--- src/rtl/aes_round_key_xor_pkg.sv ---
// Shared definitions for the AES AddRoundKey engine and related key blocks.
//
// Contents:
//   state_e    - FSM state encoding for the sweep engine (IDLE/RD/WR/FIN)
//   DEF_*      - default datapath geometry (word width, state size, rounds)
//   key_base() - maps a round index to the first expanded-key word of that
//                round. Encrypt walks keys forward and decrypt walks them
//                backward. Key-expansion blocks can reuse this mapping.
package aes_pkg;

  typedef enum logic [1:0] {
    IDLE = 2'd0,
    RD   = 2'd1,
    WR   = 2'd2,
    FIN  = 2'd3
  } state_e;

  localparam int DEF_DATA_W      = 32;
  localparam int DEF_STATE_WORDS = 16;
  localparam int DEF_NR          = 14;

  // Decrypt applies the round keys in reverse order, so round r uses key
  // block (nr - r). The caller must guarantee round_idx <= nr. Otherwise the
  // subtraction wraps and the result is meaningless.
  function automatic int unsigned key_base(input int unsigned round_idx,
                                           input logic        decrypt,
                                           input int unsigned nr,
                                           input int unsigned state_words);
    int unsigned blk;
    blk = decrypt ? (nr - round_idx) : round_idx;
    return blk * state_words;
  endfunction

endpackage

--- src/rtl/aes_round_key_xor_if.sv ---
// Bundle of the block-level handshake and memory ports of the AddRoundKey
// engine.
//
// Signals:
//   ap_start/ap_done/ap_idle/ap_ready - ap_ctrl_hs block handshake
//   round_idx, decrypt                - operation selectors, latched at start
//   key_err                           - status of the last operation
//   statemt_*                         - single-port state RAM (read latency 1)
//   key_*                             - expanded-key ROM (read latency 1)
//
// Modports:
//   master - the host side: drives start/selectors and returns memory data
//   slave  - the engine side: drives handshake status and memory requests
interface aes_round_key_xor_if #(
  parameter int DATA_W  = 32,
  parameter int ADDR_W  = 4,
  parameter int KADDR_W = 8,
  parameter int RIDX_W  = 4
);

  logic               ap_start;
  logic               ap_done;
  logic               ap_idle;
  logic               ap_ready;
  logic [RIDX_W-1:0]  round_idx;
  logic               decrypt;
  logic               key_err;

  logic [ADDR_W-1:0]  statemt_address0;
  logic               statemt_ce0;
  logic               statemt_we0;
  logic [DATA_W-1:0]  statemt_d0;
  logic [DATA_W-1:0]  statemt_q0;

  logic [KADDR_W-1:0] key_address0;
  logic               key_ce0;
  logic [DATA_W-1:0]  key_q0;

  modport master (
    output ap_start, round_idx, decrypt, statemt_q0, key_q0,
    input  ap_done, ap_idle, ap_ready, key_err,
    input  statemt_address0, statemt_ce0, statemt_we0, statemt_d0,
    input  key_address0, key_ce0
  );

  modport slave (
    input  ap_start, round_idx, decrypt, statemt_q0, key_q0,
    output ap_done, ap_idle, ap_ready, key_err,
    output statemt_address0, statemt_ce0, statemt_we0, statemt_d0,
    output key_address0, key_ce0
  );

endinterface

--- src/rtl/aes_round_key_xor.sv ---
// AddRoundKey engine: on each accepted ap_start it sweeps the state RAM,
// XORs every word with the matching word of the selected round key, and
// writes the result back in place.
//
// Ports:
//   ap_clk   - clock
//   ap_rst_n - asynchronous active-low reset
//   bus      - aes_round_key_xor_if.slave. It carries the handshake
//              (ap_start/done/idle/ready), the selectors (round_idx,
//              decrypt), the key_err status, and the state RAM and key ROM
//              ports.
//
// Each word takes two cycles. RD issues the RAM and ROM reads. WR writes the
// XOR of the two read results back to the same address. Splitting the work
// this way keeps the single-port state RAM free of simultaneous read and
// write.
module aes_round_key_xor
  import aes_pkg::*;
#(
  parameter int DATA_W      = DEF_DATA_W,
  parameter int STATE_WORDS = DEF_STATE_WORDS,
  parameter int NR          = DEF_NR,
  parameter int ADDR_W      = $clog2(STATE_WORDS),
  parameter int KADDR_W     = $clog2((NR + 1) * STATE_WORDS)
) (
  input  logic ap_clk,
  input  logic ap_rst_n,
  aes_round_key_xor_if.slave bus
);

  state_e             state_q, state_d;
  logic [ADDR_W-1:0]  i_q, i_d;
  logic [KADDR_W-1:0] kbase_q, kbase_d;
  logic               key_err_q, key_err_d;

  logic               range_err;
  logic [KADDR_W-1:0] kbase_calc;
  logic               last_word;

  // A round index above NR has no key block. Such an op is rejected before
  // any memory access.
  assign range_err  = int'(bus.round_idx) > NR;
  assign kbase_calc = KADDR_W'(key_base(32'(bus.round_idx), bus.decrypt,
                                        NR, STATE_WORDS));
  assign last_word  = (i_q == ADDR_W'(STATE_WORDS - 1));

  // State, word counter, latched key base and error status.
  always_ff @(posedge ap_clk or negedge ap_rst_n) begin
    if (!ap_rst_n) begin
      state_q   <= IDLE;
      i_q       <= '0;
      kbase_q   <= '0;
      key_err_q <= 1'b0;
    end else begin
      state_q   <= state_d;
      i_q       <= i_d;
      kbase_q   <= kbase_d;
      key_err_q <= key_err_d;
    end
  end

  // Next-state and output decode. Outputs default to their idle values, so
  // an asynchronous reset takes every output straight back to the reset
  // state.
  always_comb begin
    state_d   = state_q;
    i_d       = i_q;
    kbase_d   = kbase_q;
    key_err_d = key_err_q;

    bus.ap_done          = 1'b0;
    bus.ap_ready         = 1'b0;
    bus.ap_idle          = 1'b0;
    bus.statemt_address0 = '0;
    bus.statemt_ce0      = 1'b0;
    bus.statemt_we0      = 1'b0;
    bus.statemt_d0       = '0;
    bus.key_address0     = '0;
    bus.key_ce0          = 1'b0;

    unique case (state_q)
      IDLE: begin
        bus.ap_idle = 1'b1;
        if (bus.ap_start) begin
          i_d = '0;
          if (range_err) begin
            key_err_d = 1'b1;
            state_d   = FIN;
          end else begin
            key_err_d = 1'b0;
            kbase_d   = kbase_calc;
            state_d   = RD;
          end
        end
      end

      RD: begin
        bus.statemt_address0 = i_q;
        bus.statemt_ce0      = 1'b1;
        bus.key_address0     = kbase_q + KADDR_W'(i_q);
        bus.key_ce0          = 1'b1;
        state_d              = WR;
      end

      // Both memories return data one cycle after RD, so the read results
      // are valid here and can be combined directly into the write data.
      WR: begin
        bus.statemt_address0 = i_q;
        bus.statemt_ce0      = 1'b1;
        bus.statemt_we0      = 1'b1;
        bus.statemt_d0       = bus.statemt_q0 ^ bus.key_q0;
        if (last_word) begin
          state_d = FIN;
        end else begin
          i_d     = i_q + 1'b1;
          state_d = RD;
        end
      end

      FIN: begin
        bus.ap_done  = 1'b1;
        bus.ap_ready = 1'b1;
        state_d      = IDLE;
      end

      default: state_d = IDLE;
    endcase
  end

  assign bus.key_err = key_err_q;

endmodule

--- src/flat_wrapper.sv ---
// flat-port wrapper written by rule: the top's interface ports become plain ports
module aes_round_key_xor_flat import aes_pkg::*;
#(
  parameter int DATA_W      = DEF_DATA_W,
  parameter int STATE_WORDS = DEF_STATE_WORDS,
  parameter int NR          = DEF_NR,
  parameter int ADDR_W      = $clog2(STATE_WORDS),
  parameter int KADDR_W     = $clog2((NR + 1) * STATE_WORDS)
)
  (ap_clk, ap_rst_n, bus_ap_start, bus_round_idx, bus_decrypt, bus_statemt_q0, bus_key_q0, bus_ap_done, bus_ap_idle, bus_ap_ready, bus_key_err, bus_statemt_address0, bus_statemt_ce0, bus_statemt_we0, bus_statemt_d0, bus_key_address0, bus_key_ce0);
  aes_round_key_xor_if #(.DATA_W(DATA_W), .ADDR_W(ADDR_W), .KADDR_W(KADDR_W), .RIDX_W((4))) bus_i ();
  input  logic ap_clk;
  input  logic ap_rst_n;
  input wire logic [$bits(bus_i.ap_start)-1:0] bus_ap_start;
  input wire logic [$bits(bus_i.round_idx)-1:0] bus_round_idx;
  input wire logic [$bits(bus_i.decrypt)-1:0] bus_decrypt;
  input wire logic [$bits(bus_i.statemt_q0)-1:0] bus_statemt_q0;
  input wire logic [$bits(bus_i.key_q0)-1:0] bus_key_q0;
  output wire logic [$bits(bus_i.ap_done)-1:0] bus_ap_done;
  output wire logic [$bits(bus_i.ap_idle)-1:0] bus_ap_idle;
  output wire logic [$bits(bus_i.ap_ready)-1:0] bus_ap_ready;
  output wire logic [$bits(bus_i.key_err)-1:0] bus_key_err;
  output wire logic [$bits(bus_i.statemt_address0)-1:0] bus_statemt_address0;
  output wire logic [$bits(bus_i.statemt_ce0)-1:0] bus_statemt_ce0;
  output wire logic [$bits(bus_i.statemt_we0)-1:0] bus_statemt_we0;
  output wire logic [$bits(bus_i.statemt_d0)-1:0] bus_statemt_d0;
  output wire logic [$bits(bus_i.key_address0)-1:0] bus_key_address0;
  output wire logic [$bits(bus_i.key_ce0)-1:0] bus_key_ce0;
  assign bus_i.ap_start = bus_ap_start;
  assign bus_i.round_idx = bus_round_idx;
  assign bus_i.decrypt = bus_decrypt;
  assign bus_i.statemt_q0 = bus_statemt_q0;
  assign bus_i.key_q0 = bus_key_q0;
  assign bus_ap_done = bus_i.ap_done;
  assign bus_ap_idle = bus_i.ap_idle;
  assign bus_ap_ready = bus_i.ap_ready;
  assign bus_key_err = bus_i.key_err;
  assign bus_statemt_address0 = bus_i.statemt_address0;
  assign bus_statemt_ce0 = bus_i.statemt_ce0;
  assign bus_statemt_we0 = bus_i.statemt_we0;
  assign bus_statemt_d0 = bus_i.statemt_d0;
  assign bus_key_address0 = bus_i.key_address0;
  assign bus_key_ce0 = bus_i.key_ce0;
  aes_round_key_xor #(.DATA_W(DATA_W), .STATE_WORDS(STATE_WORDS), .NR(NR), .ADDR_W(ADDR_W), .KADDR_W(KADDR_W)) u_core (.ap_clk(ap_clk), .ap_rst_n(ap_rst_n), .bus(bus_i));
endmodule
--- config.mk ---
export PLATFORM = sky130hd
export DESIGN_NAME = aes_round_key_xor_flat
export DESIGN_NICKNAME = d
export VERILOG_FILES = /design/src/rtl/aes_round_key_xor_pkg.sv /design/src/rtl/aes_round_key_xor_if.sv /design/src/rtl/aes_round_key_xor.sv /design/src/flat_wrapper.sv
export SDC_FILE = /design/constraint.sdc
export NUM_CORES = 1
export LEC_CHECK = 0
export BUFFER_PORTS_ARGS = -buffer_cell sky130_fd_sc_hd__buf_4
export CAP_MARGIN = 40
export CORE_ASPECT_RATIO = 0.6
export CORE_MARGIN = 2
export CORE_UTILIZATION = 39
export DETAILED_ROUTE_END_ITERATION = 10
export MAX_ROUTING_LAYER = met4
export PLACE_DENSITY = 0.86
export RECOVER_POWER = 50
export SLEW_MARGIN = 10
export SYNTH_ARGS = -nofsm -noshare
export SYNTH_HDL_FRONTEND = slang
export SYNTH_SLANG_ARGS = --single-unit
--- constraint.sdc ---
create_clock -name ap_clk -period 4.52 [get_ports ap_clk]
set_input_delay 0.226 -clock ap_clk [delete_from_list [all_inputs] [get_ports ap_clk]]
set_output_delay 0.226 -clock ap_clk [all_outputs]
set_load 0.005 [all_outputs]
Word level (Yosys, flattened, before mapping)
Index checks and enable logic that the tools add are counted.
{"block": "totals", "ff_bits": 11, "latchBits": 0, "ram_bits": 0, "rom_bits": 0, "input_bits": 72, "out_inout_bits": 51, "wordCells": 39, "mem_count": 0}
{"block": "op_classes", "n_addsub": 3, "multipliers": 0, "n_div": 0, "n_lt_le_gt_ge": 1, "n_eq_ne": 6, "shift": 0, "muxes": 17, "bitwise_logic": 2, "reduce_logical": 6}
{"op": "2-to-1 mux 32 bit", "count": 1}
{"op": "bitwise XOR 32 bit", "count": 1}
{"op": "2-to-1 mux 4 bit", "count": 4}
{"op": "adder 8 x 4 -> 8 bit", "count": 1}
{"op": "2-to-1 mux 8 bit", "count": 1}
{"op": "one-hot mux 2 bit (4 select lines)", "count": 1}
{"op": "one-hot mux 4 bit (2 select lines)", "count": 1}
{"op": "2-to-1 mux 1 bit", "count": 6}
{"op": "2-to-1 mux 2 bit", "count": 3}
{"op": "AND reduction 3 bit", "count": 2}
{"op": "adder 4 x 1 -> 4 bit, second input constant", "count": 1}
{"op": "== test 2 bit, second input constant", "count": 2}
{"op": "== test 4 bit, second input constant", "count": 1}
{"op": "greater-than comparator 4 bit, second input constant", "count": 1}
{"op": "inequality test 2 bit, second input constant", "count": 2}
{"op": "subtractor 4 bit, first input constant", "count": 1}
{"op": "== test 2 x 1 -> 1 bit, second input constant", "count": 1}
{"op": "zero test 2 bit", "count": 1}
{"op": "AND reduction 2 bit", "count": 1}
{"op": "nonzero test 2 bit", "count": 1}
{"op": "OR reduction 2 bit", "count": 1}
{"op": "inverter 1 bit", "count": 1}

Longest topological paths before layout
{"block": "depth", "depth_word": 4, "depth_mapped": 5}

Worst setup path after synthesis
No wires, ideal clock.
{"block": "synth_timing", "path_kind": "reg-to-reg", "from": "register u_core.state_q[0]", "to": "register u_core.i_q[0]", "arrival_time_ns": 1.479, "required_ns": 4.395, "slack_ns": 2.915, "path_stages_with_launch": 6, "period_less_slack_ns": 1.605, "cell_sequence": "dfrtp_1 inv_1 ha_1 mux2i_1 nand2b_4 mux2_4"}
{"block": "synth_via", "elab_chain_len": 3, "word_cells_on_any_way": 7, "classes_between": "eq/ne (3); mux (1); reduce/logical (3)"}
{"item": "start: declaration", "line_no": "aes_round_key_xor.sv:31", "rtl": "state_e state_q, state_d;"}
{"item": "start signal: assignment", "line_no": "aes_round_key_xor.sv:55", "rtl": "state_q <= state_d;"}
{"item": "== test 2 bit or zero test 2 bit (tied branches)", "line_no": "aes_round_key_xor.sv:81", "rtl": "unique case (state_q)"}
{"item": "inequality test 2 bit (no line) or nonzero test 2 bit (tied branches)"}
{"item": "AND reduction 3 bit (no line)"}
{"item": "end signal: assignment", "line_no": "aes_round_key_xor.sv:56", "rtl": "i_q <= i_d;"}
{"item": "end: declaration", "line_no": "aes_round_key_xor.sv:32", "rtl": "logic [ADDR_W-1:0] i_q, i_d;"}
Several ways; a longest one is shown, not always the timed one.
A chain may end at the register's enable or synchronous reset.

Worst setup path after layout
Ends and elaborated chain as after synthesis.

==> summary.txt <==
Logic synthesis
  – Syn Inst Count: 142
  – Synthesis Warnings: 0
  – Post-synth EDFFs: 0
  – Post-Synth XOR/XNOR Area: 23.31%
  – Netlist cell types: 31
  – Main synth FF type: dfrtp_1
  – Synth Area in Compound Gates: 6.559%
  – Synth async-reset ratio: 100.0%
  – Sequential area share after synthesis: 22.20%
  – #FFs+latches synth: 11
  – Adder-cell share of the synthesized area: 6.054%
  – Mux cell area share after synthesis: 6.458%
  – Avg Inst Size Synth: 8.732 sq um
  – Area fraction in and, or, nand and nor cells after synthesis: 33.00%
  – Syn nets: 220
  – Largest family of logic cells by synthesized area: simple AND/OR/NAND/NOR gates
  – Syn Std Cell Area: 1240 sq um

Placed design
  – Dpl ws: 2.642 ns
  – Final Wtd Congestion: 0.8276
  – Detailed placer's ending HPWL: 3.084 mm
  – Port buffer count: 122
  – Dpl cells: 302

Clock network
  – CTS sink cnt: 11
  – Worst-Skew Late Latency: 0.24 ns
  – CTS tree: built
  – Post-CTS Resized: 0
  – Max clock buf depth: 2
  – Root Buffer: clkbuf_8
  – H-tree lvl count: 1
  – Clk pin slew, worst setup/hold paths: 0.05 ns
  – Number of buffers created by CTS: 3

Critical path
  – Buf+Inv Stages, Crit Path: 2
  – CP delay by family, top: buffers and inverters
  – Crit end category: flop
  – Slowest stage delay, CP: 0.77 ns
  – CP max FO: 31
  – WP data required: 4.64 ns
  – Arr. time, crit path: 2.61 ns
  – Crit-path cells: inv_1 -> ha_1 -> clkbuf_1 -> mux2i_1 -> nand2b_4 -> mux2_4
  – Critical setup path kind: flop to flop
  – Critical path's slowest cell: clkbuf_1
  – Startpoint types: flop

Floorplanning
  – Die extent in y: 47.68 um
  – Core Rows: 15
  – Initial Util: 42.08%
  – # IOs: 123
  – Die footprint: 3661 sq um
  – Die width: 76.80 um
  – Core Area: 2947 sq um

Detailed routing
  – Per-cell routed wire length: 11.82 um
  – Initial DRT Pass Iterations: 4
  – DR vias/cell: 4.583
  – Via total after detailed routing: 1407
  – # DRC: 0
  – ANT nets after route: 0
  – Total routed wirelength: 3.628 mm
  – Starting DRT DRC Count: 26

Global route
  – Largest net degree at the start of global routing: 32
  – First-pass GRT wire length: 5.568 mm
  – Total Routing Usage GR: 19.97%
  – Antenna violations before repair: 0
  – Vias in the first global route: 1228
  – Overflow after GRT: 0

Power and ir drop
  – Peak supply drop: 0.2504 mV
  – Leak Pwr: 1.206 nW
  – Part of the power in combinational logic: 67.8%
  – Pint: 0.5403 mW
  – Clock power frac: 11.3%
  – Net Sw Frac: 37.05%
  – Net Sw Power: 0.3179 mW
  – PwrDens: 383.6 nW/um^2
  – Final Power: 0.8582 mW
  – Flop pwr share: 20.9%

STA
  – Period utilization: 55.16%
  – Unrepaired setup endpoints after global routing: false
  – Final setup TNS: 0 ns
  – Max-slew violations: 0
  – Clock skew: 0.005266 ns
  – Worst Tran Pin Value: 0.9801 ns
  – FMAX: 401.1 MHz
  – Minimum clock period: 2.493 ns
  – Slew headroom: 34.66%
  – Final Hold Fails: 0
  – Worst Setup Slack, final: 2.027 ns
  – Number of setup violations in the final report: 0

Finish
  – Syn-to-layout area delta: 80.42%
  – Fin util: 75.92%
  – Share of cells above drive strength 1: 49.43%
  – FILL cells: 246
  – Most frequent cells in the layout: buf_4 (112), and2_1 (35), xor2_1 (32)
  – Most common cell after layout, fill and taps aside: buf_4
  – Post-route insts no fill: 307
  – ANT cells: 0
  – Net count, final: 344

Run status
  – Outcome: completed

Min path
  – Worst min-delay path class: input port to flop

Flow run
  – Max_cap viols: 0
## power groups by stage
stage / Sequential [mW] / Clock [mW] / Combinational, mW
2_1_floorplan: 0.167 / 0 / 0.294
3_3_place_gp: 0.176 / 0 / 0.587
3_5_place_dp: 0.180 / 0 / 0.617
4_1_cts: 0.178 / 0.0993 / 0.621
5_1_grt: 0.185 / 0.103 / 0.645
6_report: 0.179 / 0.0968 / 0.582
## worst paths after layout
path,from,to,slack (ns),depth (start not counted)
min reg2reg,u_core.bus.key_err$_DFFE_PN0P_,u_core.bus.key_err$_DFFE_PN0P_,0.50,2
max,u_core.state_q[0]$_DFFE_PN0P_,u_core.i_q[0]$_DFFE_PN0P_,2.03,6
min in group asynchronous,ap_rst_n,u_core.kbase_q[4]$_DFFE_PN0P_,0.53,2
max in group asynchronous,ap_rst_n,u_core.kbase_q[6]$_DFFE_PN0P_,3.60,2
min,bus_round_idx[3],u_core.kbase_q[7]$_DFFE_PN0P_,0.19,2
max reg2reg,u_core.state_q[0]$_DFFE_PN0P_,u_core.i_q[0]$_DFFE_PN0P_,2.03,6
## metal layers
layer	wire [um]	vias to the layer above	track usage (%)
li1	-	709	-
met1	1523	618	25.32
met2	1709	80	33.16
met3	395	0	6.792
met4	0	0	1.091
met5	0	-	-
## cell families (layout without fill, tap and decap cells)
group,after synthesis,count (layout)
AND/OR/NAND/NOR,66,66
XOR/XNOR,33,33
AO/OA/AOI/OAI,12,12
flip-flops,11,11
multiplexers,7,7
buffers and inverters,7,130
adder cells (fa/ha/maj),6,6
## state kept, by name, summed over array words and instances, names as in the netlist
register            cells
u_core.bus.key_err      1
u_core.i_q              4
u_core.kbase_q          4
u_core.state_q          2
## per-stage QoR
step | hold slack (ns) | instance area [sq um]
after floorplan | -0.06959 | 1240
after global placement | 0.06659 | 2186
after detailed placement | 0.06661 | 2213
after CTS | 0.1829 | 2268
after global routing | 0.1892 | 2237
final | 0.1887 | 2237
## cell usage after synthesis (2+ instances only)
master    instances  area (sq um)
xor2_1           32         280.3
mux2i_1           2         20.02
nor2_1            3         11.26
a21oi_1           2         10.01
nand2b_1          2         12.51
and2_1           44         275.3
inv_1             2         7.510
mux2_2            4         45.04
ha_1              6         75.07
dfrtp_1          11         275.3
clkbuf_1          4         15.01
nand2_1           6         22.52
a211oi_1          2         15.01
o21ai_0           3         15.01
nand3_1           3         15.01
## area by class of cell
| class | count | area, sq um | share of cell area [%] |
|---|---|---|---|
| Clock buffer | 4 | 45.04 | 2.013 |
| Inverter | 2 | 7.507 | 0.3356 |
| Multi-Input combinational cell | 124 | 934.6 | 41.78 |
| Sequential cell | 11 | 275.3 | 12.30 |
| Tap cell | 42 | 52.55 | 2.349 |
| Timing Repair Buffer | 124 | 922.1 | 41.22 |
## repair_timing
item / CTS / global route
buffers inserted: 0 / 0
hold endpoints to repair: 11 / 0
hold buffers: 1 / 0
Note: power is estimated with default switching activity, not from simulation.
